## src/rtl/text_cursor_ctrl_pkg.sv

```systemverilog
// Shared constants, state encoding and cell-address packing for the text cursor controller.
package text_cursor_ctrl_pkg;

    localparam int         COLS_DEF  = 70;
    localparam int         ROWS_DEF  = 32;
    localparam logic [7:0] BLANK_DEF = 8'h20;

    localparam logic [7:0] KEY_ENTER = 8'h0D;
    localparam logic [7:0] KEY_BS    = 8'h08;

    localparam logic [1:0] ST_INIT = 2'd0;
    localparam logic [1:0] ST_IDLE = 2'd1;
    localparam logic [1:0] ST_CLR  = 2'd2;

    function automatic logic [31:0] pack_addr(input logic [6:0] x, input logic [4:0] y);
        return {20'd0, x, y};
    endfunction

    function automatic logic is_printable(input logic [7:0] c);
        return (c >= 8'h20) && (c <= 8'h7E);
    endfunction

endpackage

```

## src/rtl/text_cursor_ctrl.sv

```systemverilog
// Keyboard-driven text cursor: writes characters to a character buffer, clears screen/lines.
// Latency: accepted key appears as a registered write (and new cursor) one cycle later.
// Backpressure: key_ready low during full-screen init clear and single-line clears.
module text_cursor_ctrl
    import text_cursor_ctrl_pkg::*;
#(
    parameter int         COLS  = COLS_DEF,
    parameter int         ROWS  = ROWS_DEF,
    parameter logic [7:0] BLANK = BLANK_DEF
) (
    input  logic        clk,
    input  logic        rst,
    input  logic        key_valid,
    input  logic [7:0]  key_ascii,
    output logic        key_ready,
    output logic        wr_en,
    output logic [31:0] wr_addr,
    output logic [7:0]  wr_data,
    output logic [6:0]  cur_x,
    output logic [4:0]  cur_y,
    output logic        busy
);

    localparam logic [6:0] X_MAX = 7'(COLS - 1);
    localparam logic [4:0] Y_MAX = 5'(ROWS - 1);

    logic [1:0] state;
    logic [6:0] clr_x;
    logic [4:0] clr_y;
    logic [4:0] next_row;

    assign next_row = (cur_y == Y_MAX) ? 5'd0 : cur_y + 5'd1;

    always_ff @(posedge clk) begin
        if (rst) begin
            state     <= ST_INIT;
            clr_x     <= '0;
            clr_y     <= '0;
            cur_x     <= '0;
            cur_y     <= '0;
            wr_en     <= 1'b0;
            wr_addr   <= '0;
            wr_data   <= '0;
            key_ready <= 1'b0;
            busy      <= 1'b1;
        end else begin
            case (state)
                ST_INIT: begin
                    wr_en   <= 1'b1;
                    wr_addr <= pack_addr(clr_x, clr_y);
                    wr_data <= BLANK;
                    if (clr_x == X_MAX) begin
                        clr_x <= '0;
                        if (clr_y == Y_MAX) begin
                            clr_y <= '0;
                            state <= ST_IDLE;
                            busy  <= 1'b0;
                        end else begin
                            clr_y <= clr_y + 5'd1;
                        end
                    end else begin
                        clr_x <= clr_x + 7'd1;
                    end
                end

                ST_CLR: begin
                    wr_en   <= 1'b1;
                    wr_addr <= pack_addr(clr_x, cur_y);
                    wr_data <= BLANK;
                    if (clr_x == X_MAX) begin
                        clr_x <= '0;
                        state <= ST_IDLE;
                        busy  <= 1'b0;
                    end else begin
                        clr_x <= clr_x + 7'd1;
                    end
                end

                ST_IDLE: begin
                    // key_ready rises one cycle after a clear's last write
                    wr_en     <= 1'b0;
                    key_ready <= 1'b1;
                    if (key_valid && key_ready) begin
                        if (is_printable(key_ascii)) begin
                            wr_en   <= 1'b1;
                            wr_addr <= pack_addr(cur_x, cur_y);
                            wr_data <= key_ascii;
                            if (cur_x != X_MAX) begin
                                cur_x <= cur_x + 7'd1;
                            end else begin
                                cur_x     <= '0;
                                cur_y     <= next_row;
                                clr_x     <= '0;
                                state     <= ST_CLR;
                                busy      <= 1'b1;
                                key_ready <= 1'b0;
                            end
                        end else if (key_ascii == KEY_ENTER) begin
                            cur_x     <= '0;
                            cur_y     <= next_row;
                            clr_x     <= '0;
                            state     <= ST_CLR;
                            busy      <= 1'b1;
                            key_ready <= 1'b0;
                        end else if (key_ascii == KEY_BS) begin
                            if (cur_x != 7'd0) begin
                                cur_x   <= cur_x - 7'd1;
                                wr_en   <= 1'b1;
                                wr_addr <= pack_addr(cur_x - 7'd1, cur_y);
                                wr_data <= BLANK;
                            end else if (cur_y != 5'd0) begin
                                cur_x   <= X_MAX;
                                cur_y   <= cur_y - 5'd1;
                                wr_en   <= 1'b1;
                                wr_addr <= pack_addr(X_MAX, cur_y - 5'd1);
                                wr_data <= BLANK;
                            end
                        end
                    end
                end

                default: begin
                    state     <= ST_INIT;
                    clr_x     <= '0;
                    clr_y     <= '0;
                    wr_en     <= 1'b0;
                    key_ready <= 1'b0;
                    busy      <= 1'b1;
                end
            endcase
        end
    end

endmodule

```

## config.mk

```make
export PLATFORM = sky130hd
export DESIGN_NAME = text_cursor_ctrl
export DESIGN_NICKNAME = d
export VERILOG_FILES = /design/src/rtl/text_cursor_ctrl_pkg.sv /design/src/rtl/text_cursor_ctrl.sv
export SDC_FILE = /design/constraint.sdc
export NUM_CORES = 1
export LEC_CHECK = 0
export BUFFER_PORTS_ARGS = -buffer_cell sky130_fd_sc_hd__buf_2
export CORE_MARGIN = 1.5
export CORE_UTILIZATION = 30
export DETAILED_ROUTE_END_ITERATION = 10
export SLEW_MARGIN = 5
export SYNTH_ARGS = -nofsm -noshare
export SYNTH_HDL_FRONTEND = slang
export SYNTH_SLANG_ARGS = --single-unit
```

## constraint.sdc

```tcl
create_clock -name clk -period 2.6 [get_ports clk]
set_clock_uncertainty 0.05 [all_clocks]
set_input_delay 0.52 -clock clk [delete_from_list [all_inputs] [get_ports clk]]
set_output_delay 0.52 -clock clk [all_outputs]
set_load 0.1 [all_outputs]
```

* Word level (Yosys, flattened, before mapping) *
Index checks and enable logic that the tools add are counted.

storage, ports and cells
  bits in registers = 69
  input port bits = 11
  output and inout port bits = 55

cells by class
  $add $sub $neg = 6
  order comparisons = 2
  equality and inequality tests = 19
  multiplexer cells = 64
  bitwise logic cells = 1
  reductions and logical operators = 19

operator list
  cell                                                                                  number
  32-bit 2-to-1 mux                                                                     6
  32-bit one-hot mux with 3 select lines                                                1
  7-bit 2-to-1 mux                                                                      11
  8-bit 2-to-1 mux                                                                      6
  5-bit 2-to-1 mux                                                                      9
  1-bit 2-to-1 mux                                                                      17
  8-bit by 4-bit equality test with 1-bit output (second input constant)                2
  8-bit one-hot mux with 2 select lines                                                 1
  3-bit inequality test (second input constant)                                         5
  7-bit by 1-bit adder with 7-bit output (second input constant)                        2
  2-bit 2-to-1 mux                                                                      7
  7-bit one-hot mux with 2 select lines                                                 1
  6-bit AND reduction                                                                   2
  5-bit by 1-bit adder with 5-bit output (second input constant)                        2
  5-bit equality test (second input constant)                                           2
  2-bit inequality test (second input constant)                                         5
  5-bit one-hot mux with 2 select lines                                                 1
  5-bit AND reduction                                                                   2
  3-bit nonzero test                                                                    3
  8-bit by 6-bit greater-or-equal comparator with 1-bit output (second input constant)  1
  8-bit by 7-bit less-or-equal comparator with 1-bit output (second input constant)     1
  7-bit equality test (second input constant)                                           1
  7-bit inequality test (second input constant)                                         1
  7-bit nonzero test                                                                    1
  other kinds (18)                                                                      21

* Depth between registers and ports, before layout *
  word-level depth = 8
  depth in mapped cells = 10
  gate-level depth less buffers = 8

* Worst setup path after synthesis *
OpenSTA, ideal clock, no wires.

  kind = register to register
  start point = register cur_x[0]
  end point = register busy
  arrival time = 2.761 ns
  required time = 2.428 ns
  slack = -0.334 ns
  cell stages (with the launch flop) = 8
  path buffers = 1
  period minus slack after synthesis = 2.934 ns
  cells stage by stage = dfxtp_1 ha_1 nor4b_1 nand3_1 o311ai_1 buf_2 nand2_1 a221o_1

between the ends
  word-level cells in the longest chain between the ends = 3

RTL lines
  item                                    RTL line                 source
  from (decl)                             text_cursor_ctrl.sv:19   output logic [6:0] cur_x,
  from (signal assigned)                  text_cursor_ctrl.sv:89   cur_x <= cur_x + 7'd1;
  from (signal assigned)                  text_cursor_ctrl.sv:107  cur_x <= cur_x - 7'd1;
  7-bit inequality test                   text_cursor_ctrl.sv:88   if (cur_x != X_MAX) begin
  3-bit inequality test (no source line)  --
  6-bit AND reduction (no source line)    --
  to (signal assigned)                    text_cursor_ctrl.sv:95   busy <= 1'b1;
  to (signal assigned)                    text_cursor_ctrl.sv:103  busy <= 1'b1;
  to (signal assigned)                    text_cursor_ctrl.sv:128  busy <= 1'b1;
  to (decl)                               text_cursor_ctrl.sv:21   output logic busy

No other way between the ends.
A chain may end at the register's enable or synchronous reset.

* Worst setup path in the final report *
  start point = register cur_x[1]
  end point = register busy

The elaborated chain is that of the path after synthesis.

==> run metrics <==
highest routed layer met4; Hold Crit Endpoint wr_data[4]; register area share after synthesis 30.53%; Leakage around 1.5 nW; PwrDens 403.7 nW/um2; Ys Warns 0; Yosys reg bits between 40 and 50; routed wire length on met3 372 um; Final Max Slew Viols 0; Initial Util 30.98%; Worst Max-Slew Pin Slew 0.5083 ns; Core ar. 10,370 um2; initial antenna violation count 0; WL met1 4097 um; top-level port count between 60 and 70; FMAX ~430 MHz; clk_lat worst skew 0.31 ns; GRT overflow 0; Cell Area, Synth 3213 um2; EDFF count, synth 0; hold path cells 3; drc violations 0; dpl hpwl about 6300 um; Period minus WS final approximately 2.3 ns; Reg clk slew, reported paths ~0.1 ns; crit path launch type register; syn avg cell area 7.780 um2; DR WL/cell between 10 and 15 um; post-DR vias/cell a little over 5; post-layout util ~35%; Clock Tree Buf Depth 2; PortBufs 45; fillers 1,148; share of layout cells above drive strength 1 about a fifth; crit path DAT 2.49 ns; largest net degree at the start of global routing 26; Mapped Cells about 410; Critical R2R Capture busy; Req. time, crit path 2.75 ns; Max-Cap Viols 0; final hold vios 0; Yosys cell types between 50 and 60; routability congestion estimate 0.8664; TritonRoute pass-1 iters 4; H-tree levels 2; FP Rows 37; Hold-fix buffers, CTS 0; ant diodes 0; R2R Setup Slk ~0.27 ns; final WL about 8400 um; CTS Root Cell clkbuf_8; Slew HR around 66%; Layout Nets 482; total track usage 15.43%; CTS tree built; status finished, final reports clean; Crit Reg-Reg Startpoint cur_x[1]; RSZ-0062 raised after global routing false; Min-Delay Path Class in2reg; global-route wire length before repair 14,060 um; ys flop type dfxtp_1; Peak VDD IR roughly 0.21 mV; post-CTS sizing 0; CTS Buf Count 5; routed vias 3,053; die extent in x 106.5 um; ys async rst share 0%; area grow syn2layout 14.33%; number of routed nets with antenna violations 0; WL met2 3840 um; vias in the first global route 2,860; Post-CTS Setup Bufs 0; clock sinks 49; hold_sp key_ascii[4]; CP Capture Type register; die height 106.5 um; DR iter-0 viols 137; crit-path max FO 12; Final setup viols 0; Die ar. between 10,000 and 15,000 um2; R2R depth 8; Setup TNS 0 ns; critical path type reg2reg; part of the cycle the worst path needs roughly nine tenths
[Yosys cell counts, types with 4 or more instances]
cell | number | share of area (%)
dfxtp_1 | 49 | 31
nand2_1 | 41 | 4.8
nor2_1 | 37 | 4.3
a21oi_1 | 34 | 5.3
o21ai_0 | 23 | 3.6
buf_4 | 20 | 4.7
nor3_1 | 19 | 3.0
clkbuf_1 | 18 | 2.1
ha_1 | 17 | 6.6
nand3_1 | 16 | 2.5
inv_1 | 12 | 1.4
o211ai_1 | 8 | 1.9
a211oi_1 | 7 | 1.6
nand2b_1 | 7 | 1.4
a221oi_1 | 6 | 1.6
a311oi_1 | 6 | 1.6
and3_1 | 6 | 1.2
buf_2 | 6 | 0.93
xor2_1 | 6 | 1.6
a21o_1 | 5 | 1.2
and2_1 | 5 | 0.97
nand4_1 | 5 | 0.97
or2_2 | 5 | 0.97
xnor2_1 | 4 | 1.1
[final cells by class]
class / instances / area [um2] / area share [%]
tap: 136 / 170.2 / 4.632
clock buffer: 6 / 72.57 / 1.975
timing repair buffer: 61 / 370.4 / 10.08
inverter: 12 / 45.04 / 1.226
clock inverter: 2 / 15.01 / 0.4087
multi-input combinational: 325 / 2009 / 54.70
sequential: 49 / 991.0 / 26.98
[through the flow]
| step | power (mW) | cells | setup slack [ns] | hold slack (ns) | area (um2) |
|---|---|---|---|---|---|
| final | 1.483 | 591 | 0.2653 | 0.4192 | 3674 |
| after global routing | 1.548 | 591 | 0.06296 | 0.4097 | 3674 |
| after CTS | 1.504 | 591 | 0.1766 | 0.4051 | 3666 |
| after detailed placement | 1.039 | 583 | 0.05504 | 0.4038 | 3578 |
| after global placement | 1.038 | 583 | 0.08606 | 0.3984 | 3578 |
| after floorplan | 1.022 | 432 | 0.05213 | 0.4091 | 3294 |
[power breakdown]
| group | total (mW) | internal, mW | switching, mW |
|---|---|---|---|
| registers | 0.765 | 0.758 | 0.00716 |
| logic | 0.258 | 0.0424 | 0.215 |
| clock network | 0.460 | 0.190 | 0.270 |
[kinds of logic after synthesis]
logic type	after synthesis	share of synthesized area, %
flops	49	30.53
mux	4	1.324
buf+inv	58	9.579
other cells	1	0.1167
simple gates	160	25.12
fa+ha+maj	17	6.620
compound gates	114	23.99
xor+xnor	10	2.726
[cell usage in the layout (no fill, tap or decap), drive strengths merged, types with 7 or more instances in the layout]
cell type	n
a211oi	7
a21oi	35
buf	61
conb	20
dfxtp	49
ha	17
inv	12
nand2	41
nand2b	7
nand3	16
nor2	37
nor3	19
o211ai	8
o21ai	23
[routing by layer]
| layer | vias up | track usage (%) |
|---|---|---|
| met5 | - | 0 |
| met4 | 0 | 4.000 |
| met3 | 10 | 3.250 |
| met2 | 85 | 25.07 |
| met1 | 1430 | 20.76 |
| li1 | 1528 | - |
[critical path, stage by stage (launching register included)]
cell	delay, ns
dfxtp_2	0.37
inv_1	0.16
ha_1	0.16
nor4b_1	0.23
nand3_1	0.29
o311ai_2	0.35
buf_4	0.25
nand2_1	0.07
a221o_1	0.30
[sequential cells by signal, indices dropped and copies added (netlist names)]
name       count
clr_x          7
wr_data        8
cur_y          5
clr_y          5
key_ready      1
cur_x          7
wr_addr       12
state          2
wr_en          1
busy           1
[worst max-delay path by stage]
stage,slack (ns),to,start
after floorplan,0.05,wr_addr[8],cur_y[3]
after CTS,0.18,busy,cur_x[1]
final,0.27,busy,cur_x[1]
after global placement,0.09,busy,key_ascii[1]
after detailed placement,0.06,busy,key_ascii[1]
after global routing,0.06,busy,cur_x[1]
No activity file was read; power rests on OpenSTA's default activity.
